### config.mk
export PLATFORM = sky130hd
export DESIGN_NAME = sap1_controller
export DESIGN_NICKNAME = d
export VERILOG_FILES = /design/src/rtl/sap1_pkg.sv /design/src/rtl/sap1_ring_counter.sv /design/src/rtl/sap1_controller.sv
export SDC_FILE = /design/constraint.sdc
export NUM_CORES = 1
export LEC_CHECK = 0
export CORE_MARGIN = 2
export CORE_UTILIZATION = 41
export CTS_BUF_LIST = sky130_fd_sc_hd__clkbuf_8
export DETAILED_ROUTE_END_ITERATION = 10
export PLACE_DENSITY = 0.8
export SYNTH_ARGS = -nofsm -noshare
export SYNTH_HDL_FRONTEND = slang
export SYNTH_SLANG_ARGS = --single-unit
### constraint.sdc
create_clock -name clk -period 2.2 [get_ports clk]
set_input_delay 0.44 -clock clk [delete_from_list [all_inputs] [get_ports clk]]
set_output_delay 0.44 -clock clk [all_outputs]
set_load 0.05 [all_outputs]
### src/rtl/sap1_pkg.sv
// Shared types and constants for the SAP-1 control sequencer.
package sap1_pkg;

    localparam int OP_WIDTH = 4;
    localparam int NUM_T    = 6;

    typedef enum logic [OP_WIDTH-1:0] {
        OP_LDA = 4'h0,
        OP_ADD = 4'h1,
        OP_SUB = 4'h2,
        OP_OUT = 4'hE,
        OP_HLT = 4'hF
    } opcode_e;

    // Bit index of each T-state inside the one-hot ring.
    localparam int T1 = 0;
    localparam int T2 = 1;
    localparam int T3 = 2;
    localparam int T4 = 3;
    localparam int T5 = 4;
    localparam int T6 = 5;

    typedef struct packed {
        logic pc_inc;
        logic pc_out;
        logic mar_load;
        logic ram_out;
        logic ir_load;
        logic ir_out;
        logic a_load;
        logic a_out;
        logic b_load;
        logic alu_out;
        logic alu_sub;
        logic out_load;
    } ctrl_word_t;

endpackage

### src/rtl/sap1_ring_counter.sv
// One-hot rotating T-state counter; resets to T1 and advances only when enabled.
module sap1_ring_counter
    import sap1_pkg::*;
#(
    parameter int WIDTH = NUM_T
) (
    input  logic             clk,
    input  logic             rst,
    input  logic             enable,
    output logic [WIDTH-1:0] ring
);

    // Rotate left by one position per enabled clock.
    always_ff @(posedge clk) begin
        if (rst) begin
            ring <= {{(WIDTH-1){1'b0}}, 1'b1};
        end else if (enable) begin
            ring <= {ring[WIDTH-2:0], ring[WIDTH-1]};
        end else begin
            ring <= ring;
        end
    end

endmodule

### src/rtl/sap1_controller.sv
// SAP-1 control sequencer: T-state ring, opcode decode to bus strobes, halt flag.
module sap1_controller
    import sap1_pkg::*;
(
    input  logic                clk,
    input  logic                rst,
    input  logic                run,
    input  logic [OP_WIDTH-1:0] opcode,
    output logic                pc_inc,
    output logic                pc_out,
    output logic                mar_load,
    output logic                ram_out,
    output logic                ir_load,
    output logic                ir_out,
    output logic                a_load,
    output logic                a_out,
    output logic                b_load,
    output logic                alu_out,
    output logic                alu_sub,
    output logic                out_load,
    output logic                halted,
    output logic [NUM_T-1:0]    t_state
);

    logic       halt_now;
    logic       ring_en;
    ctrl_word_t cw;

    // HLT is caught in T4; the ring must not step past T4 on that same edge.
    assign halt_now = run & ~halted & t_state[T4] & (opcode == OP_HLT);
    assign ring_en  = run & ~halted & ~halt_now;

    sap1_ring_counter #(.WIDTH(NUM_T)) u_ring (
        .clk    (clk),
        .rst    (rst),
        .enable (ring_en),
        .ring   (t_state)
    );

    // Halt flag: set on the T4 edge of HLT, cleared only by reset.
    always_ff @(posedge clk) begin
        if (rst) begin
            halted <= 1'b0;
        end else if (halt_now) begin
            halted <= 1'b1;
        end else begin
            halted <= halted;
        end
    end

    // Moore decode of T-state and opcode into the control word.
    always_comb begin
        cw = '0;
        if (halted) begin
            cw = '0;
        end else begin
            case (t_state)
                6'b000001: begin
                    cw.pc_out   = 1'b1;
                    cw.mar_load = 1'b1;
                end
                6'b000010: cw.pc_inc = 1'b1;
                6'b000100: begin
                    cw.ram_out = 1'b1;
                    cw.ir_load = 1'b1;
                end
                6'b001000: begin
                    case (opcode)
                        OP_LDA, OP_ADD, OP_SUB: begin
                            cw.ir_out   = 1'b1;
                            cw.mar_load = 1'b1;
                        end
                        OP_OUT: begin
                            cw.a_out    = 1'b1;
                            cw.out_load = 1'b1;
                        end
                        default: cw = '0;
                    endcase
                end
                6'b010000: begin
                    case (opcode)
                        OP_LDA: begin
                            cw.ram_out = 1'b1;
                            cw.a_load  = 1'b1;
                        end
                        OP_ADD, OP_SUB: begin
                            cw.ram_out = 1'b1;
                            cw.b_load  = 1'b1;
                            cw.alu_sub = (opcode == OP_SUB);
                        end
                        default: cw = '0;
                    endcase
                end
                6'b100000: begin
                    case (opcode)
                        OP_ADD, OP_SUB: begin
                            cw.alu_out = 1'b1;
                            cw.a_load  = 1'b1;
                            cw.alu_sub = (opcode == OP_SUB);
                        end
                        default: cw = '0;
                    endcase
                end
                default: cw = '0;
            endcase
        end
    end

    assign pc_inc   = cw.pc_inc;
    assign pc_out   = cw.pc_out;
    assign mar_load = cw.mar_load;
    assign ram_out  = cw.ram_out;
    assign ir_load  = cw.ir_load;
    assign ir_out   = cw.ir_out;
    assign a_load   = cw.a_load;
    assign a_out    = cw.a_out;
    assign b_load   = cw.b_load;
    assign alu_out  = cw.alu_out;
    assign alu_sub  = cw.alu_sub;
    assign out_load = cw.out_load;

endmodule

==> results.py, run 1 <==
metrics = {
    "placed_design": {
        "dp_slack_ns": -0.387,
        "io_buffer_count": 25,
        "hpwl_um": 1620,
        "finalWeightedCongestion": 0.885,
    },
    "clock_network": {
        "cts_setup_buffers": 10,
        "cts_max_path_buffers": 2,
        "cts-root-buf": "clkbuf_8",
        "cts.repair.resized": 12,
        "cts-htree-levels": 1,
        "cts_made_buffers": 3,
        "hold_buffers": 0,
        "clkSinkCount": 7,
    },
    "synth": {
        "ys_types": 30,
        "synth_top_cell_by_area": "dfxtp_1",
        "yosysTopAreaCellShare": 0.249,
        "seq_area_frac_synth": 0.249,
        "syn_avg_cell_area_um2": 8.38,
        "synth-seq-cells": 7,
        "synth_area_leaders": "dfxtp_1 (25%), nand4_1 (7.8%), or4_4 (6.0%)",
        "synth_nets": 74,
        "synth_cells": 67,
        "netlist_area_um2": 562,
        "yosysWarnings": 0,
    },
    "outcome": {
        "status": "stopped before the end",
        "error": "[ERROR DPL-0038] Utilization greater than 100%, impossible to legalize",
        "lastStage": "clock tree synthesis",
    },
    "die": {
        "die_h_um": 41.0,
        "fp.dieW_um": 41.0,
        "row_count": 13,
        "ioPinCount": 26,
        "start_util": 0.437,
    },
}
cells by family after synthesis:
group	Yosys count	share of synthesized area
AOI/OAI and AO/OA	11	0.165
xor gates and xnor gates	1	0.0156
buffers and inverters	5	0.0401
DFF	7	0.249
and+or+nand+nor	43	0.530
stage by stage:
step | area [µm²] | cells | TNS, ns
after floorplan | 662 | 67 | -1.49
after global placement | 1140 | 119 | -1.66
after detailed placement | 1140 | 119 | -2.03
synth_stat cells (all sizes together):
cell type / number
a31oi: 2
nand3: 2
nand4: 7
or3: 3
nand2: 3
a211oi: 1
xnor2: 1
nor4: 1
inv: 4
buf: 1
nor2b: 3
a2bb2oi: 1
a41oi: 1
nand2b: 5
or4: 4
nor3: 3
or4b: 1
and2: 1
o32ai: 1
dfxtp: 7
o21bai: 1
o221a: 1
nor2: 3
o31ai: 1
o211ai: 2
nor4b: 3
and3: 4
==> run 2: changes to the inputs <==
--- a/config.mk
+++ b/config.mk
@@ -5,11 +5,10 @@
 export SDC_FILE = /design/constraint.sdc
 export NUM_CORES = 1
 export LEC_CHECK = 0
-export CORE_MARGIN = 2
-export CORE_UTILIZATION = 41
-export CTS_BUF_LIST = sky130_fd_sc_hd__clkbuf_8
+export CORE_AREA = 2 2 63 65
 export DETAILED_ROUTE_END_ITERATION = 10
-export PLACE_DENSITY = 0.8
+export DIE_AREA = 0 0 65 67
+export PLACE_DENSITY_LB_ADDON = 0.15
 export SYNTH_ARGS = -nofsm -noshare
 export SYNTH_HDL_FRONTEND = slang
 export SYNTH_SLANG_ARGS = --single-unit
==> run 2 against run 1 <==
The flow now finishes, with violations (setup timing). Area after synthesis stayed put. Synthesized cell count unchanged.
==> results.py, run 2 <==
metrics = {
    "power": {
        "swShare": 0.349,
        "p_seq_frac": 0.240,
        "p_int_mw": 0.387,
        "p_sw_mw": 0.208,
        "cellPowerDensity_mw_per_mm2": 449,
        "ir_worst_vdd_v": 0.000261,
        "leakage_nw": 0.515,
        "pwr-share-clk": 0.295,
        "p_comb_frac": 0.465,
    },
    "placed_design": {
        "hpwl_um": 1730,
        "placed_cell_area_mm2": 0.00123,
        "io_buffer_count": 25,
        "finalWeightedCongestion": 0.804,
    },
    "route": {
        "ant_nets": 0,
        "routed_wl_um": 2060,
        "drt_iter0_markers": 34,
        "wl_per_cell_um": 12.5,
        "drt-pass1-iter-count": 4,
        "drc": 0,
        "vias_per_cell": 4.61,
        "vias": 761,
    },
    "cells_and_area": {
        "regMostFlops": "u_ring.ring",
        "fin_nets": 125,
        "reg_top3": "u_ring.ring (6), halted (1)",
        "drive_above_1_share": 0.538,
        "stdcell_area_mm2": 0.00133,
        "layout_commonest_cell": "buf_4",
        "n_fill_cell": 372,
        "mostFrequentLayoutCells": "buf_4 (18), buf_12 (12), clkdlybuf4s50_1 (11)",
        "antenna_cells": 0,
        "area_growth_pct": 136,
        "largest_register_ffs": 6,
    },
    "worst_hold_path": {
        "holdPathStages": 2,
        "hold_path.class": "flip-flop to flip-flop",
    },
    "die": {
        "core-area_mm2": 0.00361,
        "start_util": 0.156,
        "die_h_um": 67,
        "ioPinCount": 26,
        "dieArea_mm2": 0.00436,
        "fp.dieW_um": 65,
        "row_count": 22,
    },
    "grt": {
        "grt_max_degree": 9,
        "antenna_found_initial": 0,
        "grt_overflow_total": 0,
        "grt_usage": 0.101,
        "grt_pass1_vias": 711,
        "grt_pass1_wl_um": 3370,
    },
    "timing": {
        "setup_viol": 9,
        "finalWorstSetupSlack_ns": -0.133,
        "fin_crit_ns": 2.33,
        "slew-limit-headroom": 0.662,
        "tightest_slew_ns": 0.505,
        "hold_viol": 0,
        "finalSetupTns_ns": -0.691,
        "fin_skew_ns": 0.000659,
        "clock.fmax_ghz": 0.429,
        "slew_violations": 0,
        "rsz0062_at_grt": "yes",
        "period_share": 1.06,
        "hold_ws_ns": 0.548,
    },
    "synth": {
        "synth-seq-cells": 7,
        "yosysWarnings": 0,
        "synth_area_leaders": "dfxtp_1 (25%), nand4_1 (7.8%), or4_4 (6.0%)",
        "seq_area_frac_synth": 0.249,
        "synth_nets": 74,
        "synth_edf_count": 0,
        "yosysTopAreaCellShare": 0.249,
        "ys.flop_type": "dfxtp_1",
        "async_reset_ff_frac": 0,
        "synth_top_cell_by_area": "dfxtp_1",
        "syn_avg_cell_area_um2": 8.38,
        "synth_common_cells": "dfxtp_1 (7), nand4_1 (7), nand2b_1 (5), and3_1 (4), inv_1 (4)",
        "ys_types": 30,
        "netlist_area_um2": 562,
        "synth_cells": 67,
    },
    "clock_network": {
        "cts_max_path_buffers": 2,
        "cts-root-buf": "clkbuf_8",
        "cts_made_buffers": 3,
        "clkTransAtPathRegs_ns": 0.04,
        "cts-htree-levels": 1,
        "cts_tree": "yes",
        "clkSinkCount": 7,
        "clk_latency_ns": 0.22,
    },
    "outcome": {
        "violations": "setup timing",
        "status": "complete, but fails checks",
    },
    "setup_path": {
        "crit_slowest_cell": "or4_4",
        "cpPeakStageDelay_ns": 0.47,
        "cp-start-kind": "flip-flop",
        "reg2reg_depth": 4,
        "path_max_fanout": 3,
        "critPathKind": "flip-flop to output pin",
        "crit_chain": "or3_4 > or4_4 > o31ai_2 > buf_12",
        "worstPathArrival_ns": 1.89,
        "end_kind": "output pin",
        "worstPathRequired_ns": 1.76,
    },
    "job": {
        "cap_violations": 0,
    },
}
==> run 2: worst paths after layout <==
kind,start,to,slack [ns]
setup / recovery,u_ring.ring[1],mar_load,-0.13
hold / removal,u_ring.ring[3],u_ring.ring[3],0.55
setup reg to reg,u_ring.ring[1],u_ring.ring[2],0.72
hold reg to reg,u_ring.ring[3],u_ring.ring[3],0.55
==> run 2: routing by layer <==
| layer | GRT usage | vias to the layer above | routed length (µm) |
|---|---|---|---|
| met2 | 0.162 | 30 | 987 |
| met4 | 0.0559 | 0 | 27 |
| met3 | 0.0135 | 2 | 149 |
| met1 | 0.130 | 361 | 892 |
| met5 | 0 | - | 0 |
| li1 | - | 368 | - |
==> run 2: timing repair <==
action	in CTS	in global routing
pin swaps	11	7
setup buffers	2	0
gates resized for setup	9	5
hold buffers	0	0
setup endpoints to repair	10	12
gates cloned	0	0
==> run 2: layout make-up <==
| class | instances | area, µm² | area share |
|---|---|---|---|
| Inverter | 4 | 15.0 | 0.0113 |
| Timing Repair Buffer | 47 | 546 | 0.411 |
| Clock buffer | 4 | 45.0 | 0.0340 |
| Sequential cell | 7 | 159 | 0.120 |
| Multi-Input combinational cell | 55 | 502 | 0.378 |
| Tap cell | 48 | 60.1 | 0.0453 |
==> run 2: cells by family after synthesis <==
| group | Yosys count | synth area share |
|---|---|---|
| AOI/OAI and AO/OA | 11 | 0.165 |
| xor gates and xnor gates | 1 | 0.0156 |
| buffers and inverters | 5 | 0.0401 |
| DFF | 7 | 0.249 |
| and+or+nand+nor | 43 | 0.530 |
==> run 2: power groups by stage <==
stage | logic, mW | clock network [mW] | registers (mW)
2_1_floorplan | 0.101 | 0 | 0.185
3_3_place_gp | 0.263 | 0 | 0.144
3_5_place_dp | 0.264 | 0 | 0.145
4_1_cts | 0.274 | 0.180 | 0.143
6_report | 0.276 | 0.175 | 0.143
5_1_grt | 0.291 | 0.188 | 0.144
==> run 2: worst max-delay path: cells and delay by family (launching register included) <==
| family | cells | cell delay (ns) |
|---|---|---|
| compound gates | 1 | 0.32 |
| flops | 1 | 0.33 |
| buf+inv | 1 | 0.18 |
| simple gates | 2 | 0.84 |
==> run 2: metrics by stage <==
step | setup WS [ns] | total power, mW | std cells | utilization
floorplan | -0.451 | 0.286 | 67 | -
global placement | -0.330 | 0.407 | 159 | 0.341
detailed placement | -0.348 | 0.408 | 159 | 0.341
CTS | -0.216 | 0.597 | 165 | 0.365
global route | -0.169 | 0.623 | 165 | 0.368
finish | -0.133 | 0.595 | 165 | 0.368
Note: power is estimated with default switching activity, not from simulation.
==> run 3: changes to the inputs <==
==> constraint.sdc (replaced) <==
create_clock -name clk -period 2.1 [get_ports clk]
set_input_delay 0.42 -clock clk [delete_from_list [all_inputs] [get_ports clk]]
set_output_delay 0.42 -clock clk [all_outputs]
set_load 0.05 [all_outputs]
==> run 3 against run 2 <==
The flow still finishes with violations (setup timing). Sequential power rose by 5%. Sequential share of layout area decreased by 0.33 points. Clock power grew 6%. Critical path type unchanged. Total power increased by 6.4%. Combinational power increased by 8.0%. First-iteration DRC count fell by 15%. Count of clock-buffer cells in the layout unchanged. Final cell count up 2.4%.
==> results.py, run 3 (synthesized netlist as in run 2, its figures left out) <==
metrics = {
    "setup_path": {
        "worstPathArrival_ns": 1.99,
        "crit_slowest_cell": "or4_4",
        "reg2reg_depth": 4,
        "crit_chain": "or3_4 > or4_4 > buf_6 > nor3_4 > buf_12",
        "cpPeakStageDelay_ns": 0.54,
        "end_kind": "output pin",
        "critPathKind": "flip-flop to output pin",
        "reg2reg_from": "u_ring.ring[1]",
        "ff2ff_setup_slack_ns": 0.63,
        "r2r-end": "u_ring.ring[2]",
        "path_max_fanout": 3,
        "cp-start-kind": "flip-flop",
        "worstPathRequired_ns": 1.68,
    },
    "die": {
        "start_util": 0.156,
        "core-area_mm2": 0.00361,
        "die_h_um": 67,
        "ioPinCount": 26,
        "fp.dieW_um": 65,
        "dieArea_mm2": 0.00436,
        "row_count": 22,
    },
    "cells_and_area": {
        "area_growth_pct": 143,
        "final_util": 0.378,
        "reg_top3": "u_ring.ring (6), halted (1)",
        "n_fill_cell": 365,
        "final_cells": 169,
        "antenna_cells": 0,
        "fin_nets": 129,
        "mostFrequentLayoutCells": "buf_4 (22), buf_12 (12), clkdlybuf4s50_1 (11)",
        "drive_above_1_share": 0.545,
        "largest_register_ffs": 6,
        "regMostFlops": "u_ring.ring",
        "layout_commonest_cell": "buf_4",
    },
    "job": {
        "cap_violations": 0,
    },
    "grt": {
        "grt_pass1_wl_um": 3390,
        "antenna_found_initial": 0,
        "grt_max_degree": 9,
        "grt_usage": 0.106,
        "grt_pass1_vias": 736,
        "grt_overflow_total": 0,
    },
    "timing": {
        "tightest_slew_ns": 0.506,
        "setup_viol": 11,
        "hold_ws_ns": 0.547,
        "period_share": 1.15,
        "clock.fmax_ghz": 0.414,
        "fin_skew_ns": 0.000841,
        "hold_viol": 0,
        "slew_violations": 0,
        "rsz0062_at_grt": "yes",
        "fin_crit_ns": 2.41,
        "slew-limit-headroom": 0.662,
        "finalWorstSetupSlack_ns": -0.313,
    },
    "placed_design": {
        "dp_cells": 163,
        "io_buffer_count": 25,
        "dp_slack_ns": -0.436,
        "hpwl_um": 1730,
        "finalWeightedCongestion": 0.817,
    },
    "power": {
        "leakage_nw": 0.529,
        "cellPowerDensity_mw_per_mm2": 464,
        "ir_worst_vdd_v": 0.000231,
        "finalPower_mw": 0.633,
    },
    "worst_hold_path": {
        "holdPathStages": 2,
        "worstHoldStart": "u_ring.ring[3]",
        "hold_path_end": "u_ring.ring[3]",
        "hold_path.class": "flip-flop to flip-flop",
    },
    "clock_network": {
        "cts_max_path_buffers": 2,
        "hold_buffers": 0,
        "clk_latency_ns": 0.23,
        "cts_made_buffers": 3,
        "cts-htree-levels": 1,
        "clkSinkCount": 7,
        "cts-root-buf": "clkbuf_8",
        "cts_tree": "yes",
        "clkTransAtPathRegs_ns": 0.04,
    },
    "route": {
        "drc": 0,
        "routed_wl_um": 2060,
        "wl_per_cell_um": 12.2,
        "drt_iter0_markers": 29,
        "vias_per_cell": 4.40,
        "vias": 743,
        "drt-pass1-iter-count": 4,
        "ant_nets": 0,
    },
    "outcome": {
        "status": "complete, but fails checks",
        "violations": "setup timing",
    },
}
-- run 3: worst max-delay path: cells and delay by family, from the launching register on --
| kind | cells | cell delay [ns] |
|---|---|---|
| and+or+nand+nor | 3 | 1.13 |
| buffers and inverters | 2 | 0.31 |
| DFF | 1 | 0.33 |
-- run 3: how the worst max path moves through the flow --
stage                              start       end  slack (ns)  depth (start not counted)
final                     u_ring.ring[1]    ir_out       -0.31                          5
after global routing      u_ring.ring[1]    ir_out       -0.37                          5
after CTS                 u_ring.ring[1]    ir_out       -0.31                          5
after detailed placement       opcode[2]   alu_sub       -0.44                          5
after global placement         opcode[2]   alu_sub       -0.42                          5
after floorplan           u_ring.ring[1]  out_load       -0.53                          4
-- run 3: through the flow --
stage | area, µm² | setup TNS (ns)
floorplan | 671 | -2.11
global placement | 1270 | -2.52
detailed placement | 1270 | -2.55
CTS | 1340 | -2.35
global route | 1360 | -3.14
finish | 1360 | -2.53
-- run 3: cell type report --
type                       count  area, µm²  share of cell area
tap                           48       60.1              0.0440
clock buffer                   4       45.0              0.0330
timing repair buffer          51        579               0.425
sequential                     7        159               0.117
inverter                       4       18.8              0.0138
multi-input combinational     55        502               0.368
-- run 3: where the power goes --
part | switching [mW] | total (mW) | internal (mW)
logic | 0.159 | 0.298 | 0.139
clock network | 0.0541 | 0.185 | 0.131
registers | 0.00698 | 0.150 | 0.143
-- run 3: what timing repair did --
item | 4_1_cts | 5_1_grt
setup buffers | 0 | 2
pin swaps | 8 | 3
resized for setup | 7 | 3
cloned | 0 | 0
setup endpoints to repair | 12 | 12
-- run 3: routing by layer --
| metal | wire length (µm) | vias to the layer above | track usage |
|---|---|---|---|
| met2 | 971 | 27 | 0.174 |
| met5 | 0 | - | 0 |
| met1 | 908 | 341 | 0.120 |
| met3 | 120 | 4 | 0.0186 |
| li1 | - | 371 | - |
| met4 | 63 | 0 | 0.0878 |
